**src/rtl/rgb_mixer_n.sv**
```systemverilog
// rgb_mixer_n: N-channel quadrature encoder to PWM LED mixer.
// Debounced encoders drive per-channel levels; PWM shares one counter.
module rgb_mixer_n #(
    parameter int CHANNELS = 3,
    parameter int WIDTH    = 8,
    parameter int HIST_LEN = 8,
    parameter int STEP     = 1,
    parameter int SATURATE = 1,
    parameter int STAGGER  = 1,
    localparam int LCW     = (CHANNELS > 1) ? $clog2(CHANNELS) : 1
) (
    input  logic                      clk,
    input  logic                      reset,
    input  logic [CHANNELS-1:0]       enc_a,
    input  logic [CHANNELS-1:0]       enc_b,
    input  logic                      load_en,
    input  logic [LCW-1:0]            load_ch,
    input  logic [WIDTH-1:0]          load_value,
    output logic [CHANNELS*WIDTH-1:0] value,
    output logic [CHANNELS-1:0]       pwm_out
);

    localparam int NIN = 2 * CHANNELS;
    localparam int OFF = (STAGGER != 0) ? (2 ** WIDTH) / CHANNELS : 0;
    localparam logic [WIDTH-1:0] MAXV   = '1;
    localparam logic [WIDTH:0]   STEP_X = (WIDTH + 1)'(STEP);

    logic [NIN-1:0]      raw;
    logic [HIST_LEN-1:0] hist [NIN];
    logic [NIN-1:0]      deb;
    logic [CHANNELS-1:0] deb_a;
    logic [CHANNELS-1:0] deb_b;
    logic [CHANNELS-1:0] prev_a;
    logic [CHANNELS-1:0] load_hit;
    logic [WIDTH-1:0]    lvl    [CHANNELS];
    logic [WIDTH-1:0]    nxt    [CHANNELS];
    logic [WIDTH:0]      up_sum [CHANNELS];
    logic [WIDTH:0]      dn_sum [CHANNELS];
    logic [WIDTH-1:0]    shadow [CHANNELS];
    logic [WIDTH-1:0]    phase  [CHANNELS];
    logic [WIDTH-1:0]    cnt;

    assign raw   = {enc_b, enc_a};
    assign deb_a = deb[CHANNELS-1:0];
    assign deb_b = deb[NIN-1:CHANNELS];

    // Debounce: output follows input only after HIST_LEN equal samples
    always_ff @(posedge clk) begin
        if (!reset) begin
            deb <= '0;
            for (int j = 0; j < NIN; j++) begin
                hist[j] <= '0;
            end
        end else begin
            for (int j = 0; j < NIN; j++) begin
                hist[j] <= {hist[j][HIST_LEN-2:0], raw[j]};
                if (&hist[j]) begin
                    deb[j] <= 1'b1;
                end else if (~|hist[j]) begin
                    deb[j] <= 1'b0;
                end
            end
        end
    end

    // Next level: preload wins over a same-channel encoder event
    always_comb begin
        for (int i = 0; i < CHANNELS; i++) begin
            load_hit[i] = load_en && (32'(load_ch) == i);
            up_sum[i]   = {1'b0, lvl[i]} + STEP_X;
            dn_sum[i]   = {1'b0, lvl[i]} - STEP_X;
            nxt[i]      = lvl[i];
            if (load_hit[i]) begin
                nxt[i] = load_value;
            end else if (deb_a[i] != prev_a[i]) begin
                if (deb_a[i] != deb_b[i]) begin
                    nxt[i] = (SATURATE != 0 && up_sum[i][WIDTH]) ?
                             MAXV : up_sum[i][WIDTH-1:0];
                end else begin
                    nxt[i] = (SATURATE != 0 && dn_sum[i][WIDTH]) ?
                             '0 : dn_sum[i][WIDTH-1:0];
                end
            end
        end
    end

    // Level registers and previous-A copies for edge detection
    always_ff @(posedge clk) begin
        if (!reset) begin
            prev_a <= '0;
            for (int i = 0; i < CHANNELS; i++) begin
                lvl[i] <= '0;
            end
        end else begin
            prev_a <= deb_a;
            for (int i = 0; i < CHANNELS; i++) begin
                lvl[i] <= nxt[i];
            end
        end
    end

    // Per-channel phase derived from the shared counter
    always_comb begin
        for (int i = 0; i < CHANNELS; i++) begin
            phase[i] = cnt + WIDTH'(i * OFF);
        end
    end

    // Shared counter, shadow latch at period end, registered compare
    always_ff @(posedge clk) begin
        if (!reset) begin
            cnt     <= '0;
            pwm_out <= '0;
            for (int i = 0; i < CHANNELS; i++) begin
                shadow[i] <= '0;
            end
        end else begin
            cnt <= cnt + WIDTH'(1);
            for (int i = 0; i < CHANNELS; i++) begin
                pwm_out[i] <= (phase[i] < shadow[i]);
                if (phase[i] == MAXV) begin
                    shadow[i] <= lvl[i];
                end
            end
        end
    end

    for (genvar g = 0; g < CHANNELS; g++) begin : g_value
        assign value[g*WIDTH +: WIDTH] = lvl[g];
    end

endmodule

```
**config.mk**
```make
export PLATFORM = sky130hd
export DESIGN_NAME = rgb_mixer_n
export DESIGN_NICKNAME = d
export VERILOG_FILES = /design/src/rtl/rgb_mixer_n.sv
export SDC_FILE = /design/constraint.sdc
export NUM_CORES = 1
export LEC_CHECK = 0
export ABC_AREA = 1
export CAP_MARGIN = 20
export CELL_PAD_IN_SITES_DETAIL_PLACEMENT = 0
export CELL_PAD_IN_SITES_GLOBAL_PLACEMENT = 2
export CORE_MARGIN = 1
export CORE_UTILIZATION = 30
export CTS_CLUSTER_DIAMETER = 50
export DETAILED_ROUTE_END_ITERATION = 16
export PLACE_DENSITY = 0.83
export SYNTH_ARGS = -nofsm -noshare
export SYNTH_HDL_FRONTEND = slang
export SYNTH_SLANG_ARGS = --single-unit
```
**constraint.sdc**
```tcl
create_clock -name clk -period 2.2 [get_ports clk]
set_clock_uncertainty 0.2 [all_clocks]
set_input_delay 0.44 -clock clk [delete_from_list [all_inputs] [get_ports clk]]
set_output_delay 0.44 -clock clk [all_outputs]
set_load 0.05 [all_outputs]
```
==> summary.txt <==
Synthesis
  • Synth area leaders: dfxtp_1 30%, nand2_1 13%, edfxtp_1 12%
  • EDFF count, synth: 24
  • YS warnings: 0
  • Count leader, synth: nand2_1
  • Fraction of registers with async set/reset: 0
  • Syn Nets: 915
  • Post-synth top area share: 0.298
  • Top FF cell, synth: dfxtp_1
  • Largest area contributor in the netlist: dfxtp_1
  • Number of synthesized register bits: 116
  • Top cells by count, synth: 210 x nand2_1, 151 x inv_1, 92 x dfxtp_1, 92 x nor2_1, 54 x nand3_1
  • Yosys cell types: 37
  • Seq/Total Area, Yosys: 0.414
  • Post-Syn Area: 0.00619 mm²
  • Avg Cell Area, Syn: 7.16 µm²
  • Cells after Synth: 864

Timing
  • Post-route setup slack: 0.0650 ns
  • Final period utilization: 0.970
  • Minimum clock period: 2.13 ns
  • Slew HR: 0.666
  • Max-slew violations: 0
  • Final hold viol count: 0
  • Least-Margin Pin Slew: 0.496 ns
  • Final setup violation count: 0
  • Fmax achieved: 0.468 GHz
  • Min Hold Slack: 0.246 ns
  • Setup TNS Final: 0 ns

Setup path
  • Startpoint Class: flip-flop
  • Worst Path Buf+Inv: 1
  • RR Endpoint: pwm_out[1]
  • Worst setup path end: pwm_out[0]
  • CP Max Fanout: 1
  • Reg2reg setup slack: 0.13 ns
  • Cell count of the worst reg-to-reg path: 15
  • CP max stage cell: clkdlybuf4s50_1
  • Crit path kind: reg -> out
  • CP Cell Sequence: clkdlybuf4s50_1
  • WP data required: 1.56 ns
  • Critical Path Start: pwm_out[0]
  • Worst path arrival time: 1.49 ns
  • Max stage delay on crit path: 0.79 ns
  • CP endpoint kind: output port
  • CP Depth: 1
  • RR Startpoint: cnt[2]
  • Top delay family on crit path: buffers and inverters

Routing
  • Post-DRT Antenna Nets: 0
  • Initial DRC count: 222
  • DRC Markers: 0
  • Routed via count: 5506
  • Drt via density: 4.46
  • DRT Pass-1 Iters: 4
  • Avg WL per Cell: 12.8 µm
  • Total Routed Length: 15.8 mm

GRT
  • First-pass GRT wire length: 25.9 mm
  • Grt ovf: 0
  • Via count of the first global-routing pass: 5108
  • GRT Overall Usage: 0.155
  • Initial antenna violation count: 0
  • Largest net degree at the start of global routing: 43

CTS
  • Clk_lat worst skew: 0.41 ns
  • H-tree depth: 4
  • Number of buffers created by CTS: 17
  • Clk buf depth: 2
  • Root Buffer: clkbuf_16
  • Clock-pin slew on the worst setup and hold paths: 0.06 ns
  • CTS tree: built
  • Hold-fix buffers at CTS: 0
  • Clock sink count: 116

Worst hold path
  • Class of the worst hold path: reg -> reg
  • HP Start: hist[2][5]

Floorplanning
  • Ports: 46
  • Initial Util: 0.306
  • DIE AREA: 0.0212 mm²
  • Row count: 52
  • CORE AREA: 0.0202 mm²
  • Die X: 146 µm
  • Chip Height: 146 µm

Layout
  • Area Overhead vs Synth: 27.2%
  • Multi-input logic area: 0.00302 mm²
  • Layout cell share with drive strength beyond 1: 0.138
  • Fin nets: 1002
  • Reg area: 0.00257 mm²
  • Ant diodes: 0
  • Fillcell total: 2144
  • Fin area: 0.00787 mm²

Placed design
  • Pre-CTS setup slack: -0.0300 ns
  • Final HPWL DP: 12.0 mm
  • Placer congestion estimate: 0.830
  • Port bufs: 45
  • Cell Area, Placed: 0.00717 mm²

Job
  • Max-Cap Viols: 0

Pwr
  • VDD IR-drop max: 0.548 mV
  • P_leak: 3.89 nW
  • PD cells: 752 mW/mm²

Status
  • Run status: finished, final reports clean
[routing by layer]
layer	wire, µm	track usage
met2	7220	0.250
met4	157	0.0384
met5	0	0
met1	8010	0.207
met3	442	0.0370
[metrics by stage]
stage,instances,power [W],utilization
3_3_place_gp,1202,0.00313,0.354
2_1_floorplan,864,0.00284,-
6_report,1234,0.00592,0.389
3_5_place_dp,1202,0.00312,0.354
4_1_cts,1234,0.00598,0.385
5_1_grt,1234,0.00621,0.389
[flip-flops by register name (all words and copies together) (netlist names)]
signal,count
pwm_out,3
lvl,24
hist,48
cnt,8
deb,6
prev_a,3
shadow,24
[layout by cell type, fill, tap and decap left out, types with 10 or more instances in the layout]
cell type        instances
edfxtp_1                24
o21ai_0                 45
buf_4                   66
nor4_1                  10
inv_1                  150
ha_1                    29
nand3_1                 54
a21oi_1                 47
clkdlybuf4s50_1         18
nor2_1                  90
nand4_1                 15
xor2_1                  14
clkbuf_16               18
nand2_1                205
dfxtp_1                 90
[repair_timing]
| action | 4_1_cts | 5_1_grt |
|---|---|---|
| buffers inserted | 0 | 0 |
| setup endpoints to repair | 10 | 35 |
| resized for setup | 3 | 24 |
| pin swaps | 0 | 5 |
[worst min-delay path by stage]
stage,end,slack [ns],cells past startpoint
finish,hist[2][6],0.25,2
floorplan,hist[0][6],0.21,2
CTS,hist[2][6],0.24,2
global route,hist[1][6],0.26,2
detailed placement,hist[2][6],0.23,2
global placement,hist[0][6],0.23,2
[power breakdown]
part / leakage, nW / switching [W] / internal (W) / total [W]
Clock: 0.303 / 0.00103 / 0.00181 / 0.00284
Combinational: 2.59 / 0.000493 / 0.000296 / 0.000789
Sequential: 0.998 / 0.0000592 / 0.00223 / 0.00229
Total: 3.89 / 0.00158 / 0.00434 / 0.00592
[layout make-up]
type	instances	area share
inverters	153	0.0733
multi-input cells	573	0.383
clock inverters	12	0.0178
clock buffers	20	0.0607
repair buffers	90	0.0957
well taps	270	0.0429
flip-flops and latches	116	0.326
[kinds of logic after synthesis]
logic type	synth area share
and+or+nand+nor	0.270
DFF	0.414
buffers and inverters	0.110
xor gates and xnor gates	0.0295
adders and majority gates	0.0647
AOI/OAI and AO/OA	0.112
(Power assumes the default switching activity.)
